[src/rtl/cpu_defs.sv]
// rtl/cpu_defs.sv - shared opcode constants and sequencer state encoding
package cpu_defs;

  typedef enum logic [3:0] {
    S_RESET = 4'd0,
    S_T0    = 4'd1,
    S_T1    = 4'd2,
    S_T1W   = 4'd3,
    S_T2    = 4'd4,
    S_T3    = 4'd5,
    S_T4    = 4'd6,
    S_T5    = 4'd7,
    S_T6    = 4'd8,
    S_T7    = 4'd9,
    S_T7W   = 4'd10,
    S_HALT  = 4'd11
  } state_t;

  localparam logic [4:0] OP_LD   = 5'b00000;
  localparam logic [4:0] OP_LDI  = 5'b00001;
  localparam logic [4:0] OP_ST   = 5'b00010;
  localparam logic [4:0] OP_ADD  = 5'b00011;
  localparam logic [4:0] OP_SUB  = 5'b00100;
  localparam logic [4:0] OP_AND  = 5'b00101;
  localparam logic [4:0] OP_OR   = 5'b00110;
  localparam logic [4:0] OP_MFHI = 5'b11000;
  localparam logic [4:0] OP_MFLO = 5'b11001;
  localparam logic [4:0] OP_NOP  = 5'b11010;
  localparam logic [4:0] OP_HALT = 5'b11011;

  function automatic logic is_alu_op(input logic [4:0] op);
    return (op == OP_ADD) || (op == OP_SUB) || (op == OP_AND) || (op == OP_OR);
  endfunction

  function automatic logic is_mem_op(input logic [4:0] op);
    return (op == OP_LD) || (op == OP_ST);
  endfunction

endpackage

[src/rtl/control_sequencer.sv]
// rtl/control_sequencer.sv - Moore fetch/decode/execute control FSM
module control_sequencer
  import cpu_defs::*;
(
  input  logic       Clock,
  input  logic       clear,
  input  logic [4:0] ir_op,
  input  logic       memory_done,
  output logic       PCout,
  output logic       Zlo_out,
  output logic       Zhi_out,
  output logic       MDRout,
  output logic       HIout,
  output logic       LOout,
  output logic       Cout,
  output logic       Inport_out,
  output logic       MARin,
  output logic       Zin,
  output logic       PCin,
  output logic       MDRin,
  output logic       IRin,
  output logic       Yin,
  output logic       HIin,
  output logic       LOin,
  output logic       CONin,
  output logic       outport_in,
  output logic       Gra,
  output logic       Grb,
  output logic       Grc,
  output logic       Rin,
  output logic       Rout,
  output logic       BAout,
  output logic       IncPC,
  output logic [4:0] opcode,
  output logic       Mem_Read,
  output logic       Mem_Write,
  output logic       Mem_enable512x32,
  output logic       run
);

  state_t state, state_next;

  always_ff @(posedge Clock) begin
    if (!clear) state <= S_RESET;
    else        state <= state_next;
  end

  // ir_op comes from the IR register, so it is stable for the whole instruction
  always_comb begin
    state_next       = state;
    PCout            = 1'b0;
    Zlo_out          = 1'b0;
    Zhi_out          = 1'b0;
    MDRout           = 1'b0;
    HIout            = 1'b0;
    LOout            = 1'b0;
    Cout             = 1'b0;
    Inport_out       = 1'b0;
    MARin            = 1'b0;
    Zin              = 1'b0;
    PCin             = 1'b0;
    MDRin            = 1'b0;
    IRin             = 1'b0;
    Yin              = 1'b0;
    HIin             = 1'b0;
    LOin             = 1'b0;
    CONin            = 1'b0;
    outport_in       = 1'b0;
    Gra              = 1'b0;
    Grb              = 1'b0;
    Grc              = 1'b0;
    Rin              = 1'b0;
    Rout             = 1'b0;
    BAout            = 1'b0;
    IncPC            = 1'b0;
    opcode           = 5'b00000;
    Mem_Read         = 1'b0;
    Mem_Write        = 1'b0;
    Mem_enable512x32 = 1'b0;
    run              = (state != S_RESET) && (state != S_HALT);

    case (state)
      S_RESET: state_next = S_T0;
      S_T0: begin
        PCout = 1'b1; IncPC = 1'b1; MARin = 1'b1; Zin = 1'b1;
        state_next = S_T1;
      end
      S_T1: begin
        Zlo_out = 1'b1; PCin = 1'b1; MDRin = 1'b1;
        Mem_Read = 1'b1; Mem_enable512x32 = 1'b1;
        state_next = memory_done ? S_T2 : S_T1W;
      end
      S_T1W: begin
        MDRin = 1'b1; Mem_Read = 1'b1; Mem_enable512x32 = 1'b1;
        state_next = memory_done ? S_T2 : S_T1W;
      end
      S_T2: begin
        MDRout = 1'b1; IRin = 1'b1;
        state_next = S_T3;
      end
      S_T3: begin
        state_next = S_T0;
        if (is_alu_op(ir_op)) begin
          Grb = 1'b1; Rout = 1'b1; Yin = 1'b1;
          state_next = S_T4;
        end else if (is_mem_op(ir_op) || ir_op == OP_LDI) begin
          Grb = 1'b1; Rout = 1'b1; BAout = 1'b1; Yin = 1'b1;
          state_next = S_T4;
        end else if (ir_op == OP_MFHI) begin
          Gra = 1'b1; HIout = 1'b1; Rin = 1'b1;
        end else if (ir_op == OP_MFLO) begin
          Gra = 1'b1; LOout = 1'b1; Rin = 1'b1;
        end else if (ir_op == OP_HALT) begin
          state_next = S_HALT;
        end
      end
      S_T4: begin
        Zin = 1'b1;
        if (is_alu_op(ir_op)) begin
          Grc = 1'b1; Rout = 1'b1; opcode = ir_op;
        end else begin
          Cout = 1'b1; opcode = OP_ADD;
        end
        state_next = S_T5;
      end
      S_T5: begin
        Zlo_out = 1'b1;
        if (is_mem_op(ir_op)) begin
          MARin = 1'b1;
          state_next = S_T6;
        end else begin
          Gra = 1'b1; Rin = 1'b1;
          state_next = S_T0;
        end
      end
      S_T6: begin
        if (ir_op == OP_LD) begin
          MDRin = 1'b1; Mem_Read = 1'b1; Mem_enable512x32 = 1'b1;
          state_next = memory_done ? S_T7 : S_T6;
        end else begin
          Gra = 1'b1; Rout = 1'b1; MDRin = 1'b1;
          state_next = S_T7;
        end
      end
      S_T7: begin
        if (ir_op == OP_LD) begin
          MDRout = 1'b1; Gra = 1'b1; Rin = 1'b1;
          state_next = S_T0;
        end else begin
          Mem_Write = 1'b1; Mem_enable512x32 = 1'b1;
          state_next = memory_done ? S_T0 : S_T7W;
        end
      end
      S_T7W: begin
        Mem_Write = 1'b1; Mem_enable512x32 = 1'b1;
        state_next = memory_done ? S_T0 : S_T7W;
      end
      S_HALT: state_next = S_HALT;
      default: state_next = S_RESET;
    endcase
  end

endmodule

[config.mk]
export PLATFORM = sky130hd
export DESIGN_NAME = control_sequencer
export DESIGN_NICKNAME = d
export VERILOG_FILES = /design/src/rtl/cpu_defs.sv /design/src/rtl/control_sequencer.sv
export SDC_FILE = /design/constraint.sdc
export NUM_CORES = 1
export LEC_CHECK = 0
export BUFFER_PORTS_ARGS = -buffer_cell sky130_fd_sc_hd__buf_2
export CORE_ASPECT_RATIO = 0.8
export CORE_UTILIZATION = 43
export DETAILED_ROUTE_END_ITERATION = 10
export PLACE_DENSITY = 0.77
export SLEW_MARGIN = 20
export SYNTH_ARGS = -nofsm -noshare
export SYNTH_HDL_FRONTEND = slang
export SYNTH_SLANG_ARGS = --single-unit
[constraint.sdc]
create_clock -name Clock -period 2.2 [get_ports Clock]
set_input_delay 0.33 -clock Clock [delete_from_list [all_inputs] [get_ports Clock]]
set_output_delay 0.33 -clock Clock [all_outputs]
set_load 0.01 [all_outputs]
==> impl_metrics.toml <==
[global_route]
grt_max_degree = 13
track_usage_pct = 23.9
gr-total-overflow = 0
grt_pass1_vias = 691
antenna_found_initial = 0
grt_pass1_wl_um = 3140

[clock_tree]
clock-sinks = 4
cts_hold_buffers = 0
cts_max_level = 1
cts_root_buf = "clkbuf_4"
cts_setup_buffers = 0
clk_pin_slew_ps = 30
clk_path_buf_depth = 2
cts-resized-gates = 0
clock_latency_ps = 230
cts_buffers = 3
cts_tree = "done"

[floorplan]
coreArea_sq_um = 1470
rows = 12
io_pins = 42
die-area_sq_um = 1830
die_h_um = 38.5
dieWidth_um = 47.6
start_util_pct = 48.6

[final_layout]
reg_top3 = "state x4"
largest_reg_flops = 4
antenna_cells = 0
syn_to_final_growth_pct = 23.3
drive_gt1_share_pct = 34.8
seq_area_sq_um = 80.1
final_common_cell = "buf_2"
top_register = "state"
num-fill-cells = 135
multi_input_area_sq_um = 515
final_cell_mix = "buf_2 (33), nor2_1 (11), nand2_1 (9)"
nets = 151

[power]
power_density_nw_per_um2 = 384
power.switching_uw = 131
leakage_uw = 0.000479
p_int_uw = 207
p_clk_share_pct = 26.3
swShare_pct = 38.8
max-vdd-ir-drop_mv = 0.139
power_frac_comb_pct = 47.2
p_seq_share_pct = 26.4

[sta]
rsz0062_at_grt = "false"
drv_slew = 0
tns_ps = 0
period_share_pct = 97.3
finalHoldViolations = 0
fin_crit_ps = 2140
setup_viol = 0
finClkSkew_ps = 5.90
timing.final.ws_setup_ps = 58.6
fmax_ghz = 0.467

[synthesis]
synthDistinctLibCells = 41
synth_top_cell_area_share_pct = 11.2
synth_edf_count = 0
syn_area_sq_um = 714
synth_area_leader_cell = "dfxtp_1"
synthArstFlopShare_pct = 0
synth_ff_type = "dfxtp_1"
yosys_register_bits = 4
ys_seq_area_share_pct = 11.2
synthCells = 107
synth_area_leaders = "dfxtp_1 (11%), buf_4 (11%), nor2_1 (5.8%)"
avgSynthCellArea_sq_um = 6.68
yosysWarnings = 0

[hold_path]
holdCritPathClass = "in2reg"
hold_path_startpoint = "clear"

[worst_setup_path]
r2r_start = "state[3]"
crit_required_ps = 1870
arrival_ps = 1810
critPathLaunch = "ir_op[4]"
max_stage_delay_ps = 600
crit_path_frequent_cell = "buf_2"
worst_setup_path_start_kind = "primary input"
rrSetupSlack_ps = 450
critPathCaptureType = "output pin"
path_delay_family = "simple AND/OR/NAND/NOR gates"
slowest_stage = "or4_4"
path_class = "in2out"
path_cells = "buf_2 -> or4_4 -> nor2_8 -> or2_2 -> or3b_1 -> buf_2"
crit_fanout = 6
crit_buf_inv = 2

[placement]
numPortBuffers = 33
dp_hpwl_um = 1550
preCtsSetupSlack_ps = 66.9
place.gp.congestion = 0.926

[route]
num_vias = 842
via_per_inst = 5.20
firstDrtPassIters = 4
wl_per_cell_um = 12.0
wirelength_met1_um = 907
wl_met3_um = 176
ant_nets = 0
top_layer = "met3"
wirelength_um = 1950
drt_first_iter_violations = 44
drc = 0
wl_met2_um = 865

[flow_run]
maxCapViolations = 0

[outcome]
outcome = "finished, final reports clean"
==> cells in the mapped netlist, types with 2 or more instances <==
library cell and instances:
nor2_1 11, dfxtp_1 4, a31oi_1 2, o21ai_0 7, clkbuf_8 2, and2_1 3
nand2b_1 4, clkbuf_1 2, nand2_1 9, nor2b_1 3, o21a_1 2, nor3_1 8
nand3_1 4, buf_4 10, inv_1 5, or3_1 2, a21oi_1 5
==> kinds of logic after synthesis <==
group,share of synthesized area (%)
AOI/OAI and AO/OA,22.9
other,0.525
and+or+nand+nor,42.6
DFF,11.2
xor gates and xnor gates,2.45
buffers and inverters,20.3
==> worst paths after layout <==
kind	end	cells after the start
setup / recovery	Rout	6
hold / removal	state[2]	3
setup reg to reg	state[1]	5
hold reg to reg	state[3]	3
==> stage by stage <==
stage	hold WS [ps]	utilization, %	cells	power, uW	instance area, sq um
6_report	394	59.9	162	338	881
3_5_place_dp	625	58.3	159	247	858
5_1_grt	388	59.9	162	369	881
4_1_cts	385	59.9	162	339	881
3_3_place_gp	613	58.3	159	246	858
2_1_floorplan	480	-	114	203	741
==> final cells by class <==
cell class / count / share of cell area (%)
timing repair buffer: 40 / 24.7
tap: 21 / 2.98
multi-input combinational: 89 / 58.5
sequential: 4 / 9.09
clock buffer: 3 / 2.56
inverter: 5 / 2.13
==> layer usage <==
metal,GRT usage [%],up-vias
li1,-,430
met1,36.2,357
met2,34.9,55
met3,2.83,0
met4,6.25,0
met5,0,-
==> worst min-delay path: stages <==
cell and delay (ps):
buf_2 110, nand2_1 80, nor2_1 50
==> power groups by stage <==
stage / logic, uW / registers [uW] / clock network [uW]
detailed placement: 157 / 90.4 / 0
global placement: 156 / 90.3 / 0
floorplan: 118 / 84.8 / 0
global route: 177 / 90.6 / 101
finish: 160 / 89.4 / 89.0
CTS: 157 / 89.3 / 91.9
(Power assumes the default switching activity.)
